<file path="src/rtl/seq_multiplier.sv">
// Sequential shift-add multiplier covering MUL, MULH, MULHSU and MULHU.
// Define MUL_EARLY_EXIT_EN to leave CALC once the remaining multiplier bits are all zero.
module seq_multiplier #(
   parameter int XLEN = 32
) (
   input  logic            clk,
   input  logic            rst,
   input  logic            start_i,
   input  logic [1:0]      op_i,
   input  logic [XLEN-1:0] opr1_i,
   input  logic [XLEN-1:0] opr2_i,
   output logic            busy_o,
   output logic            done_o,
   output logic [XLEN-1:0] res_o,
   output logic [1:0]      state_o
);

   localparam logic [1:0] IDLE = 2'd0;
   localparam logic [1:0] CALC = 2'd1;
   localparam logic [1:0] FIX  = 2'd2;

   localparam logic [1:0] OP_MUL    = 2'b00;
   localparam logic [1:0] OP_MULH   = 2'b01;
   localparam logic [1:0] OP_MULHSU = 2'b10;

   localparam int CNT_W = (XLEN > 1) ? $clog2(XLEN) : 1;

   logic [1:0]        state_q,  state_d;
   logic [1:0]        op_q,     op_d;
   logic [2*XLEN-1:0] mcand_q,  mcand_d;
   logic [XLEN-1:0]   mplier_q, mplier_d;
   logic [2*XLEN-1:0] acc_q,    acc_d;
   logic              sign_q,   sign_d;
   logic [CNT_W-1:0]  cnt_q,    cnt_d;
   logic              done_q,   done_d;
   logic [XLEN-1:0]   res_q,    res_d;

   logic              neg1, neg2;
   logic [XLEN-1:0]   mag1, mag2;
   logic [XLEN-1:0]   mplier_shr;
   logic [2*XLEN-1:0] prod;
   logic              calc_last;

   // Only the operands treated as signed by the selected op get their magnitude taken.
   assign neg1 = ((op_i == OP_MULH) || (op_i == OP_MULHSU)) && opr1_i[XLEN-1];
   assign neg2 = (op_i == OP_MULH) && opr2_i[XLEN-1];
   assign mag1 = neg1 ? (~opr1_i + 1'b1) : opr1_i;
   assign mag2 = neg2 ? (~opr2_i + 1'b1) : opr2_i;

   assign mplier_shr = mplier_q >> 1;
   assign prod       = sign_q ? (~acc_q + 1'b1) : acc_q;

`ifdef MUL_EARLY_EXIT_EN
   assign calc_last = (mplier_shr == '0) || (cnt_q == CNT_W'(XLEN - 1));
`else
   assign calc_last = (cnt_q == CNT_W'(XLEN - 1));
`endif

   always_comb begin
      state_d  = state_q;
      op_d     = op_q;
      mcand_d  = mcand_q;
      mplier_d = mplier_q;
      acc_d    = acc_q;
      sign_d   = sign_q;
      cnt_d    = cnt_q;
      done_d   = 1'b0;
      res_d    = res_q;
      case (state_q)
         IDLE: begin
            if (start_i) begin
               op_d     = op_i;
               mcand_d  = {{XLEN{1'b0}}, mag1};
               mplier_d = mag2;
               acc_d    = '0;
               sign_d   = neg1 ^ neg2;
               cnt_d    = '0;
               // A zero operand makes the product zero; go straight to FIX.
               state_d  = ((opr1_i == '0) || (opr2_i == '0)) ? FIX : CALC;
            end
         end
         CALC: begin
            if (mplier_q[0]) acc_d = acc_q + mcand_q;
            mplier_d = mplier_shr;
            mcand_d  = mcand_q << 1;
            cnt_d    = cnt_q + 1'b1;
            if (calc_last) state_d = FIX;
         end
         FIX: begin
            acc_d   = prod;
            res_d   = (op_q == OP_MUL) ? prod[XLEN-1:0] : prod[2*XLEN-1:XLEN];
            done_d  = 1'b1;
            state_d = IDLE;
         end
         default: state_d = IDLE;
      endcase
   end

   always_ff @(posedge clk or negedge rst) begin
      if (!rst) begin
         state_q  <= IDLE;
         op_q     <= '0;
         mcand_q  <= '0;
         mplier_q <= '0;
         acc_q    <= '0;
         sign_q   <= 1'b0;
         cnt_q    <= '0;
         done_q   <= 1'b0;
         res_q    <= '0;
      end else begin
         state_q  <= state_d;
         op_q     <= op_d;
         mcand_q  <= mcand_d;
         mplier_q <= mplier_d;
         acc_q    <= acc_d;
         sign_q   <= sign_d;
         cnt_q    <= cnt_d;
         done_q   <= done_d;
         res_q    <= res_d;
      end
   end

   assign busy_o  = (state_q == CALC) || (state_q == FIX);
   assign done_o  = done_q;
   assign res_o   = res_q;
   assign state_o = state_q;

endmodule
</file>
<file path="config.mk">
export PLATFORM = sky130hd
export DESIGN_NAME = seq_multiplier
export DESIGN_NICKNAME = d
export VERILOG_FILES = /design/src/rtl/seq_multiplier.sv
export SDC_FILE = /design/constraint.sdc
export NUM_CORES = 1
export LEC_CHECK = 0
export CORE_ASPECT_RATIO = 1.2
export CORE_MARGIN = 8
export CORE_UTILIZATION = 60
export CTS_BUF_LIST = sky130_fd_sc_hd__clkbuf_8
export CTS_CLUSTER_DIAMETER = 100
export DETAILED_ROUTE_END_ITERATION = 6
export GPL_ROUTABILITY_DRIVEN = 0
export PLACE_DENSITY = 0.87
export SLEW_MARGIN = 20
export SYNTH_ARGS = -nofsm -noshare
export SYNTH_HDL_FRONTEND = slang
export SYNTH_SLANG_ARGS = --single-unit
</file>
<file path="constraint.sdc">
create_clock -name clk -period 3.7 [get_ports clk]
set_clock_uncertainty 0.15 [all_clocks]
set_input_delay 0.74 -clock clk [delete_from_list [all_inputs] [get_ports clk]]
set_output_delay 0.74 -clock clk [all_outputs]
set_load 0.02 [all_outputs]
</file>
==> impl_metrics.ini, run 1 <==
[run_status]
outcome = complete, but fails checks
violations = design-rule violations

[global_route]
grt_pass1_wl_microns = 79520
grt_overflow = 0
grt_usage_pct = 30.33
grt_pass1_vias = 15570
antenna_found_initial = 0
grt_max_degree = 117

[worst_setup_path]
cp_max_fo = 9
cp-start-kind = flop
slowest_stage = a2111oi_2
crit_path_end_kind = flop
path_cells = ha_1 > nand2_1 > nor2_1 > a21oi_1 > a2111o_1 > a2111oi_2 > buf_4 > nand3b_1 > nand3_1 > a31oi_1 > o21ai_1
reg2reg_to = acc_q[63]
reg2reg_setup_slack_ns = 0.11
r2r-start = acc_q[8]
critPathArrivalTime_ns = 3.88
reg2reg_depth = 11
worstPathRequired_ns = 3.98
slowest_delay_ns = 0.56
path_class = reg -> reg

[floorplan]
die-area_sq_um = 31800
core_sq_um = 26110
ioPinCount = 105
start_util_pct = 60.51
die_y_microns = 193.8
die_w_microns = 164.1
rows = 65

[job]
max_cap_violations = 0

[sta]
hold_violations = 0
finalMaxSlewViolations = 0
tightest_slew_ns = 1.105
finalCritPeriodShare_pct = 97.09
fmax_mhz = 278.4
final-setup-viol-count = 0
relSlewSlack_pct = 26.22
timing.final.ws_setup_ns = 0.1077
post-route-min-period_ns = 3.592

[power]
p_comb_share_pct = 64.1
netSwitchingFraction_pct = 52.98
p_switching_mw = 9.346
seq_power_share_pct = 23.1
power.density_nw_per_um2 = 971.4
clkPwrFrac_pct = 12.8
leakage_nw = 7.925
total_power_mw = 17.64
internal_power_mw = 8.293
power.ir.vdd_worst_mv = 0.7219

[clock_network]
cts_tree = yes
clk_pin_slew_ns = 0.06
htree_levels = 2
clock-root-buffer = clkbuf_8
clock_sinks = 203
cts_buffer_depth = 3
clock_latency_ns = 0.57
cts_made_buffers = 36

[yosys]
avgSynthCellArea_sq_um = 7.887
synth.area.top_cells = dfrtp_1 (32%), a21oi_1 (6.8%), o21ai_0 (5.8%), ha_1 (5.8%), nand2_1 (5.8%)
synth_warnings = 0
yosysSeqAreaShare_pct = 32.16
yosysTopAreaCell = dfrtp_1
synth_seq_cells = 203
syn_inst = 2003
syn_area_sq_um = 15800
synth_fp_nets = 2146
synth_ff_type = dfrtp_1
async_reset_ff_share_pct = 100.0
synth_edf_count = 0
yosysTopAreaCellShare_pct = 32.16
synth_cell_type_count = 75

[place]
place.port_buffers = 104
dp_cells = 2377
place_ws_ns = -0.1646
hpwlAfterDp_microns = 36230
place_area_sq_um = 17340

[routing]
wirelength_microns = 49030
dr.pass1.iters = 7
post_drt_via_cell_ratio = 6.606
wl_per_cell_microns = 20.08
ant_nets = 0
drtIter0Drc = 1750
num_vias = 16130
drc = 1

[cells_and_area]
drive_gt1_share_pct = 8.594
final_cell_area_sq_um = 18160
finalNonFillerCells = 2442
area_delta_synth_final_pct = 14.94
fin_nets = 2223

[hold_path]
hold_class = in -> async
synth_stat cells, drive strengths merged, types with 4 or more instances:
cell / count
a211oi: 11
a221oi: 4
o21bai: 13
nand3: 32
a22oi: 9
nor3: 50
or4: 19
mux2: 8
a31oi: 13
nor4: 18
nor2: 162
nand2: 245
clkbuf: 126
inv: 55
o22ai: 7
o41ai: 15
dfrtp: 203
nand3b: 4
o21a: 8
o21ai: 238
mux2i: 11
nand2b: 17
o211ai: 16
a22o: 36
and3: 10
a21o: 31
and2: 6
ha: 73
o31ai: 22
xnor2: 85
xor2: 80
or3: 31
o31a: 4
a21boi: 10
o221ai: 27
or2: 12
nand4: 31
a21oi: 216
nor4b: 5
nor2b: 5
worst max path at each step:
stage	startpoint	end	slack, ns	cells after the start
4_1_cts	acc_q[2]	acc_q[63]	0.04	11
3_3_place_gp	opr1_i[9]	state_o[0]	-0.11	9
5_1_grt	acc_q[10]	acc_q[63]	-0.05	11
6_report	acc_q[8]	acc_q[63]	0.11	11
3_5_place_dp	opr1_i[9]	state_o[0]	-0.16	9
2_1_floorplan	opr1_i[3]	state_o[0]	0.38	8
power by group through the flow:
stage                     clock network (mW)  logic, mW  registers, mW
after floorplan                            0       7.33           3.87
after global placement                     0       10.4           3.99
after detailed placement                   0       10.7           4.04
after CTS                               2.27       10.8           4.02
after global routing                    2.36       12.2           4.15
final                                   2.26       11.3           4.08
placed cells by master, fill, tap and decap left out, types with 8 or more instances in the layout:
| cell type | count |
|---|---|
| nor3_1 | 49 |
| xor2_1 | 80 |
| dfrtp_1 | 203 |
| nand3_1 | 30 |
| or4_1 | 16 |
| o221ai_1 | 27 |
| xnor2_1 | 85 |
| o41ai_1 | 12 |
| a21oi_1 | 215 |
| o211ai_1 | 16 |
| and3_1 | 10 |
| a22oi_1 | 9 |
| nand4_1 | 31 |
| o21ai_1 | 54 |
| o31ai_1 | 21 |
| mux2i_1 | 11 |
| or3_1 | 28 |
| o21ai_0 | 182 |
| nor4_1 | 13 |
| inv_1 | 63 |
| ha_1 | 71 |
| or2_2 | 12 |
| o21a_1 | 8 |
| a31oi_1 | 13 |
| nand2_1 | 243 |
| a22o_1 | 36 |
| buf_4 | 60 |
| clkdlybuf4s50_1 | 103 |
| a21o_1 | 31 |
| nand2b_1 | 17 |
| mux2_2 | 8 |
| o21bai_1 | 13 |
| a211oi_1 | 10 |
| nor2_1 | 160 |
| clkbuf_8 | 47 |
state kept, by name, summed over array words and instances (netlist names):
signal,flops
mcand_q,64
mplier_q,32
cnt_q,5
res_o,32
done_o,1
state_o,2
op_q,2
sign_q,1
acc_q,64
final cells by class:
class                           instances  area, sq um
Multi-Input combinational cell       1616        10120
Inverter                               55        206.4
Fill cell                            2016         7949
Sequential cell                       203         5080
Antenna cell                            1        2.502
Clock buffer                           46        633.1
Clock inverter                         18        133.9
Timing Repair Buffer                  168         1567
Tap cell                              335        419.2
per-layer routing:
metal	share of wire [%]	wire, microns	track usage, %
met5	0	0	0
met2	44	21770	47.02
met3	9.6	4723	7.031
met1	39	19210	37.84
met4	6.8	3324	17.77
metrics by stage:
step	setup TNS, ns	utilization [%]	hold WS, ns
after floorplan	0	-	0.2944
after global placement	-0.1789	66.43	0.3117
after detailed placement	-0.4081	66.43	0.3206
after CTS	0	69.37	0.05272
after global routing	-0.04999	69.54	0.05605
final	0	69.55	0.02776
critical path: cells and delay by family, from the launching register on:
| family | cells | cell delay [ns] |
|---|---|---|
| AOI/OAI and AO/OA | 5 | 1.52 |
| and+or+nand+nor | 4 | 0.66 |
| adders and majority gates | 1 | 0.49 |
| DFF | 1 | 0.45 |
| buffers and inverters | 1 | 0.20 |
timing repair:
action / CTS / global route
endpoints found under the setup margin: 4 / 13
pin swaps: 0 / 0
gates resized for setup: 1 / 11
hold buffers: 0 / 0
setup buffers: 0 / 0
cells by family after synthesis:
group                      synth area share [%]
AOI/OAI and AO/OA                         27.47
and+or+nand+nor                           19.68
buffers and inverters                     4.372
adders and majority gates                 5.908
DFF                                       32.16
muxes                                     1.267
xor gates and xnor gates                  9.148
(Power assumes the default switching activity.)
==> run 2: changes to the inputs <==
Settings changed: CAP_MARGIN set to 20, CORE_UTILIZATION 60 to 32, GPL_TIMING_DRIVEN set to 0, PLACE_DENSITY 0.87 to 0.54.
==> impl_metrics.ini, run 2 (synthesized netlist as in run 1, its figures left out) <==
[routing]
drtIter0Drc = 1179
num_vias = 15970
wl_per_cell_microns = 20.84
dr.pass1.iters = 5
ant_nets = 0
wirelength_microns = 58720
drc = 0
post_drt_via_cell_ratio = 5.668

[cells_and_area]
final_util_pct = 38.22
multi_input_area_sq_um = 10220
final_cell_mix = nand2_1 (243), a21oi_1 (214), dfrtp_1 (202)
layout_commonest_cell = nand2_1
largestRegisters = acc_q (64), mcand_q (64)
finalNonFillerCells = 2817
num-fill-cells = 5133
area_delta_synth_final_pct = 18.54
seq_area_sq_um = 5081
drive_gt1_share_pct = 6.471
final_cell_area_sq_um = 18730
fin_nets = 2293

[hold_path]
hold_class = reg -> reg
hp-start = mplier_q[3]

[worst_setup_path]
cp_max_fo = 9
path_buf_inv = 0
slowest_stage = nor4_1
cp-start-kind = flop
r2r-start = acc_q[24]
cpLargestDelayFamily = simple AND/OR/NAND/NOR gates
worstPathRequired_ns = 4.02
path_class = reg -> reg
slowest_delay_ns = 0.68
path_cells = or4_1 > nor3_1 > nand2_1 > nor4_1 > nand2_1 > o21ai_1 > nor3_1 > a21oi_1 > nand3_1
crit_path_end_kind = flop
crit_start = acc_q[24]
critPathArrivalTime_ns = 3.95

[power]
total_power_mw = 17.87
internal_power_mw = 8.067
leakage_nw = 7.890
netSwitchingFraction_pct = 54.87
p_comb_share_pct = 64.1
p_switching_mw = 9.807
seq_power_share_pct = 22.9
power.ir.vdd_worst_mv = 0.6322
power.density_nw_per_um2 = 954.5
clkPwrFrac_pct = 13.0

[run_status]
outcome = finished clean

[sta]
rsz0062_at_grt = true
post-route-min-period_ns = 3.638
tightest_slew_ns = 1.039
finalMaxSlewViolations = 0
final-setup-viol-count = 0
fmax_mhz = 274.8
hold_violations = 0
relSlewSlack_pct = 30.50
finalCritPeriodShare_pct = 98.33

[floorplan]
die_w_microns = 218.8
start_util_pct = 32.24
die-area_sq_um = 56760
core_sq_um = 49000
die_y_microns = 259.4
ioPinCount = 105
rows = 89

[global_route]
grt_pass1_wl_microns = 90980
grt_pass1_vias = 15620
grt_max_degree = 80
grt_usage_pct = 20.29
grt_overflow = 0
antenna_found_initial = 1

[place]
dp_cells = 2746
place.port_buffers = 104
hpwlAfterDp_microns = 46850
place_area_sq_um = 17700

[clock_network]
clock_latency_ns = 0.61
cts_buffer_depth = 3
cts_made_buffers = 41
clock-root-buffer = clkbuf_8
htree_levels = 2
clock_sinks = 203
clk_pin_slew_ns = 0.06
cts_tree = yes

[job]
max_cap_violations = 0
==> run 2: power by group through the flow <==
| stage | clock, mW | combinational, mW | sequential [mW] |
|---|---|---|---|
| after detailed placement | 0 | 11.1 | 4.09 |
| after global placement | 0 | 11.0 | 4.08 |
| after floorplan | 0 | 7.33 | 3.87 |
| after global routing | 2.49 | 12.4 | 4.19 |
| final | 2.33 | 11.5 | 4.09 |
| after CTS | 2.40 | 11.1 | 4.06 |
==> run 2: final cells by class <==
type	count	share of cell area, %
repair buffers	110	6.053
clock inverters	20	0.5145
inverters	55	1.102
clock buffers	52	3.822
diodes	1	0.01336
plain buffers	123	2.512
well taps	637	4.256
flip-flops and latches	203	27.13
multi-input cells	1616	54.59
==> run 2: path summary, 6_finish.rpt <==
check	cells after the start	end	slack (ns)
setup reg to reg	9	acc_q[60]	0.06
hold reg to reg	2	mplier_q[3]	0.33
hold / removal	2	mplier_q[3]	0.33
setup / recovery	9	acc_q[60]	0.06
min in group asynchronous	2	res_o[23]	0.50
max in group asynchronous	3	mplier_q[7]	2.11
==> run 2: per-stage QoR <==
step	setup TNS, ns	hold slack [ns]	worst slack, ns
after floorplan	0	0.2944	0.3779
after global placement	-1471.72	0.3118	-7.075
after detailed placement	-44.66	0.3204	-0.6391
after CTS	0	0.3328	0.01026
after global routing	-0.004712	0.3596	-0.004712
final	0	0.3342	0.06164
==> run 2: tightest hold or removal path, delay by kind of cell (launching register included) <==
kind | cells | cell delay (ns)
and+or+nand+nor | 1 | 0.05
AOI/OAI and AO/OA | 1 | 0.06
DFF | 1 | 0.34
==> run 2: timing repair <==
item	CTS	global route
gates resized for setup	16	31
setup endpoints to repair	55	58
hold endpoints to repair	49	0
pin swaps	0	2
buffers inserted	1	2
hold buffers	1	0
==> run 2: per-layer routing <==
metal,up-vias,part of all wire [%],GRT usage [%]
li1,7578,-,-
met1,7624,42,25.65
met2,614,46,33.13
met3,148,6.4,3.065
met4,2,5.2,10.54
met5,-,0.020,0
